**src/rtl/fetch_unit_if.sv**
```systemverilog
// Fetch-side buses: instruction-memory req/ack and the decode valid/ready handshake.
// The master modport is the fetch unit; the slave modport is memory plus decode.
interface fetch_unit_if;
   logic        imem_req;
   logic [31:0] imem_addr;
   logic        imem_ack;
   logic [31:0] imem_rdata;
   logic [31:0] inst;
   logic        inst_valid;
   logic        inst_ready;

   modport master (
      output imem_req, imem_addr, inst, inst_valid,
      input  imem_ack, imem_rdata, inst_ready
   );

   modport slave (
      input  imem_req, imem_addr, inst, inst_valid,
      output imem_ack, imem_rdata, inst_ready
   );
endinterface

```
**src/rtl/fetch_unit.sv**
```systemverilog
// Owns the architectural PC and sequences fetch: IDLE -> REQ -> HOLD -> REQ ..., and HALT on STOP or timeout.
// All state, including the synchronous reset, updates on the falling clock edge.
module fetch_unit #(
   parameter logic [31:0] RESET_PC = 32'h0,
   parameter int unsigned MAX_WAIT = 15
) (
   input  logic              clk,
   input  logic              rst,
   output logic [31:0]       pc,
   input  logic [31:0]       next_pc,
   input  logic [1:0]        pc_inc,
   fetch_unit_if.master      fbus,
   output logic              halted,
   output logic              mem_err,
   output logic [31:0]       fetch_count
);

   localparam int unsigned WAIT_W = (MAX_WAIT > 1) ? $clog2(MAX_WAIT) : 1;
   localparam logic [WAIT_W-1:0] WAIT_LAST = WAIT_W'(MAX_WAIT - 1);
   localparam logic [1:0] PC_STOP = 2'b11;

   typedef enum logic [1:0] {IDLE, REQ, HOLD, HALT} state_t;

   state_t            state;
   logic [WAIT_W-1:0] wait_cnt;

   always_comb begin
      fbus.imem_addr = pc;
   end

   always_ff @(negedge clk) begin
      if (rst) begin
         state           <= IDLE;
         pc              <= RESET_PC;
         fbus.inst       <= '0;
         fbus.inst_valid <= 1'b0;
         fbus.imem_req   <= 1'b0;
         halted          <= 1'b0;
         mem_err         <= 1'b0;
         fetch_count     <= '0;
         wait_cnt        <= '0;
      end else begin
         case (state)
            IDLE: begin
               wait_cnt      <= '0;
               fbus.imem_req <= 1'b1;
               state         <= REQ;
            end
            REQ: begin
               // An ack on the final allowed cycle still wins over the timeout.
               if (fbus.imem_ack) begin
                  fbus.inst       <= fbus.imem_rdata;
                  fbus.inst_valid <= 1'b1;
                  fbus.imem_req   <= 1'b0;
                  wait_cnt        <= '0;
                  state           <= HOLD;
               end else if (wait_cnt == WAIT_LAST) begin
                  mem_err       <= 1'b1;
                  halted        <= 1'b1;
                  fbus.imem_req <= 1'b0;
                  state         <= HALT;
               end else begin
                  wait_cnt <= wait_cnt + 1'b1;
               end
            end
            HOLD: begin
               if (fbus.inst_ready) begin
                  fetch_count     <= fetch_count + 32'd1;
                  fbus.inst_valid <= 1'b0;
                  if (pc_inc != PC_STOP) begin
                     pc            <= next_pc;
                     wait_cnt      <= '0;
                     fbus.imem_req <= 1'b1;
                     state         <= REQ;
                  end else begin
                     halted <= 1'b1;
                     state  <= HALT;
                  end
               end
            end
            HALT: begin
               state <= HALT;
            end
            default: begin
               state <= IDLE;
            end
         endcase
      end
   end

endmodule

```
**src/flat_wrapper.sv**
```systemverilog
// flat-port wrapper written by rule: the top's interface ports become plain ports
module fetch_unit_flat 
#(
   parameter logic [31:0] RESET_PC = 32'h0,
   parameter int unsigned MAX_WAIT = 15
)
  (clk, rst, pc, next_pc, pc_inc, halted, mem_err, fetch_count, fbus_imem_req, fbus_imem_addr, fbus_inst, fbus_inst_valid, fbus_imem_ack, fbus_imem_rdata, fbus_inst_ready);
  fetch_unit_if fbus_i ();
  input  logic clk;
  input  logic rst;
  output logic [31:0] pc;
  input  logic [31:0] next_pc;
  input  logic [1:0] pc_inc;
  output logic halted;
  output logic mem_err;
  output logic [31:0] fetch_count;
  output wire logic [$bits(fbus_i.imem_req)-1:0] fbus_imem_req;
  output wire logic [$bits(fbus_i.imem_addr)-1:0] fbus_imem_addr;
  output wire logic [$bits(fbus_i.inst)-1:0] fbus_inst;
  output wire logic [$bits(fbus_i.inst_valid)-1:0] fbus_inst_valid;
  input wire logic [$bits(fbus_i.imem_ack)-1:0] fbus_imem_ack;
  input wire logic [$bits(fbus_i.imem_rdata)-1:0] fbus_imem_rdata;
  input wire logic [$bits(fbus_i.inst_ready)-1:0] fbus_inst_ready;
  assign fbus_imem_req = fbus_i.imem_req;
  assign fbus_imem_addr = fbus_i.imem_addr;
  assign fbus_inst = fbus_i.inst;
  assign fbus_inst_valid = fbus_i.inst_valid;
  assign fbus_i.imem_ack = fbus_imem_ack;
  assign fbus_i.imem_rdata = fbus_imem_rdata;
  assign fbus_i.inst_ready = fbus_inst_ready;
  fetch_unit #(.RESET_PC(RESET_PC), .MAX_WAIT(MAX_WAIT)) u_core (.clk(clk), .rst(rst), .pc(pc), .next_pc(next_pc), .pc_inc(pc_inc), .fbus(fbus_i), .halted(halted), .mem_err(mem_err), .fetch_count(fetch_count));
endmodule
```
**config.mk**
```make
export PLATFORM = sky130hd
export DESIGN_NAME = fetch_unit_flat
export DESIGN_NICKNAME = d
export VERILOG_FILES = /design/src/rtl/fetch_unit_if.sv /design/src/rtl/fetch_unit.sv /design/src/flat_wrapper.sv
export SDC_FILE = /design/constraint.sdc
export NUM_CORES = 1
export LEC_CHECK = 0
export ABC_AREA = 1
export ABC_CLOCK_PERIOD_IN_PS = 1650
export CAP_MARGIN = 20
export CORE_ASPECT_RATIO = 1.25
export CORE_MARGIN = 2
export CORE_UTILIZATION = 35
export DETAILED_ROUTE_END_ITERATION = 10
export GPL_TIMING_DRIVEN = 0
export PLACE_DENSITY = 0.7
export REMOVE_ABC_BUFFERS = 1
export SLEW_MARGIN = 10
export SYNTH_ARGS = -nofsm -noshare
export SYNTH_HDL_FRONTEND = slang
export SYNTH_SLANG_ARGS = --single-unit
```
**constraint.sdc**
```tcl
create_clock -name clk -period 1.65 [get_ports clk]
set_clock_uncertainty 0.05 [all_clocks]
set_input_delay 0.165 -clock clk [delete_from_list [all_inputs] [get_ports clk]]
set_output_delay 0.165 -clock clk [all_outputs]
set_load 0.01 [all_outputs]
```
==> impl_metrics.toml <==
[status]
outcome = "finished with violations"
violations = "setup timing"

[place]
dpl_cell_area_um2 = 6640
place_congestion = 0.8274
place_hpwl_mm = 9.630
pre_cts_ws_ns = -2.021
place.port_buffers = 201

[setup_path]
r2r_start = "u_core.fetch_count[0]$_SDFFE_NP0P_"
worstReg2RegEnd = "u_core.fetch_count[30]$_SDFFE_NP0P_"
startpoint_type = "flop"
r2r_setup_slack_ns = -0.12
worstSetupPathType = "reg -> out"
critPathCaptureType = "output pin"
cpMaxStageDelayCell = "dfxtp_4"
critPathRequiredTime_ns = 1.43
critical_path.top_delay_family = "flip-flops"
arrival_ns = 1.73
timing.critical_path.buf_inv = 1
slowest_delay_ns = 0.36
crit_fanout = 3
cp_cell_sequence = "buf_6"
reg2reg_depth = 10

[die]
die_area_um2 = 14530
num_io_pins = 202
rows = 47
start_util_pct = 35.92
fp.dieW_um = 108.2
die_h_um = 134.3
core_um2 = 13230

[flow_run]
cap_violations = 0

[yosys]
ys_seq_area_share_pct = 44.64
synth_common_cells = "128 x nor2_1, 126 x nand2_1, 106 x dfxtp_1, 56 x nand3_1, 55 x inv_1"
synth_flop_cell = "dfxtp_1"
synthTopCellsByArea = "dfxtp_1 45%, nor2_1 10%, nand2_1 9.9%"
synth-edff-count = 0
yosys.area.top_type = "dfxtp_1"
synth_top_cell_area_share_pct = 44.64
synth_cell_type_count = 28
synth_cells = 668
async_reset_ff_share_pct = 0
synth_most_common_cell = "nor2_1"
synth_area_um2 = 4753
avgSynthCellArea_um2 = 7.116
ys.warnings.count = 0
synth-seq-cells = 106

[clock_tree]
clockBufferDepth = 2
clkLatencyLatePin_ns = 0.41
cts.clk_slew.worst_paths_ns = 0.05
clockRootBuffer = "clkbuf_16"
cts_buffers = 9
numClockSinks = 106
cts-htree-levels = 3
cts_tree = "built"

[pwr]
ir_drop_mv = 0.5418
power.leakage_nw = 4.197
power_density_nw_per_um2 = 778.0

[sta]
drv_slew = 0
rsz0062_at_grt = "yes"
slew_headroom_pct = 75.10
holdWs_ns = 0.4105
worstMarginPinSlew_ns = 0.3734
setup_viol = 184
setup_ws_ns = -0.2907
finalHoldViolations = 0

[route]
drtAntennaViolNets = 0
drc = 0
via_per_inst = 4.688
drtIter0Drc = 200
drt_pass1_iterations = 4
num_vias = 5536
wirelength_mm = 16.50
wl_per_cell_um = 13.97

[min_path]
holdPathStages = 2
hold_end = "u_core.fbus.inst[22]$_SDFFE_NP0P_"
hold_path_class = "reg -> reg"
min_from = "u_core.fbus.inst[22]$_SDFFE_NP0P_"

[grt]
grt_overflow = 0
grt_pass1_wl_mm = 24.96
grt_max_degree = 54
antenna_found_initial = 0
grt_pass1_vias = 5478
grt_usage_pct = 21.64

[layout]
stdcell_area_um2 = 8901
diodes = 0
layout-drive-gt1-share_pct = 42.57
final_util_pct = 67.27
syn_to_final_growth_pct = 87.26
layout.nets = 1079
nFillCells = 1056
report_power, final:
group | switching [mW] | internal, mW
clock | 1.69 | 1.52
combinational | 0.451 | 0.544
sequential | 0.0861 | 2.64
total | 2.23 | 4.70
cell usage in the layout, fill, tap and decap left out, types with 2 or more instances in the layout:
cell and instances:
inv_4 2, o21ai_2 18, a21oi_1 48, nand3_4 2, dfxtp_1 6, inv_1 158
dfxtp_4 39, clkinv_8 2, buf_12 8, nand3_2 15, nor2_2 17, a21oi_2 2
nand4_1 9, o21ai_1 20, buf_2 6, nor2_4 18, clkdlybuf4s50_1 64, ha_1 3
nand2_2 7, nand2_4 8, buf_4 55, xor2_1 3, inv_8 3, nand2_1 114
buf_6 136, o21ai_0 7, clkbuf_2 2, nor2_1 101, clkinv_4 2, clkbuf_16 9
xnor2_1 3, nand2_8 6, nand3_1 41, buf_8 4, dfxtp_2 61
metrics by stage:
step / total power [mW] / setup TNS [ns] / std cells
final: 6.925 / -36.49 / 1181
after floorplan: 3.433 / -39.56 / 608
after global placement: 3.926 / -315.42 / 980
after CTS: 6.902 / -33.72 / 1155
after global routing: 7.423 / -42.09 / 1181
after detailed placement: 3.938 / -203.27 / 982
tightest hold or removal path, stage by stage, from the launching register on:
cell and delay [ns]:
dfxtp_2 0.31, nand2_1 0.06, a21oi_1 0.05
logic make-up (layout without fill, tap and decap cells):
kind of cell,after synthesis,count (layout),synth area share (%)
AND/OR/NAND/NOR,339,343,30.82
buffers and inverters,117,455,12.27
flip-flops,106,106,44.64
AO/OA/AOI/OAI,97,97,10.37
XOR/XNOR,6,6,1.106
adder cells (fa/ha/maj),3,3,0.7898
what timing repair did:
item	4_1_cts	5_1_grt
resized for setup	864	129
pin swaps	20	31
endpoints found under the setup margin	238	186
cloned	5	2
buffers inserted	48	25
hold buffers	0	0
flip-flops by register name, summed over array words and instances, names as in the netlist:
name,cells
u_core.fbus.imem_addr,32
u_core.fbus.imem_req,1
u_core.fbus.inst,32
u_core.fbus.inst_valid,1
u_core.fetch_count,32
u_core.halted,1
u_core.mem_err,1
u_core.state,2
u_core.wait_cnt,4
worst max path at each step:
stage / start / endpoint / slack [ns] / depth (start not counted)
after CTS: u_core.fbus.imem_addr[26]$_SDFFE_NP0P_ / pc[26] / -0.28 / 1
after global placement: rst / u_core.fbus.imem_addr[8]$_SDFFE_NP0P_ / -3.34 / 4
after detailed placement: fbus_inst_ready / u_core.fbus.imem_addr[14]$_SDFFE_NP0P_ / -2.02 / 7
final: u_core.fbus.imem_addr[23]$_SDFFE_NP0P_ / fbus_imem_addr[23] / -0.29 / 1
after global routing: u_core.fbus.imem_addr[30]$_SDFFE_NP0P_ / fbus_imem_addr[30] / -0.31 / 1
after floorplan: fbus_inst_ready / u_core.fbus.imem_addr[0]$_SDFFE_NP0P_ / -0.73 / 6
area by class of cell:
cell class                      instances  area, um2  share of cell area [%]
Clock buffer                            9      225.2                   2.530
Tap cell                              171      214.0                   2.404
Timing Repair inverter                  3      43.79                  0.4920
Clock inverter                        112      464.2                   5.215
Multi-Input combinational cell        449       2521                   28.32
Timing Repair Buffer                  275       2845                   31.97
Inverter                               56      242.7                   2.727
Sequential cell                       106       2345                   26.34
metal layers:
metal / vias to the layer above / part of all wire (%) / global-route usage (%)
li1: 2777 / - / -
met1: 2567 / 38 / 22.17
met2: 177 / 53 / 37.14
met3: 15 / 7.8 / 10.54
met4: 0 / 1.3 / 9.330
met5: - / 0 / 0
No activity file was read; power rests on OpenSTA's default activity.
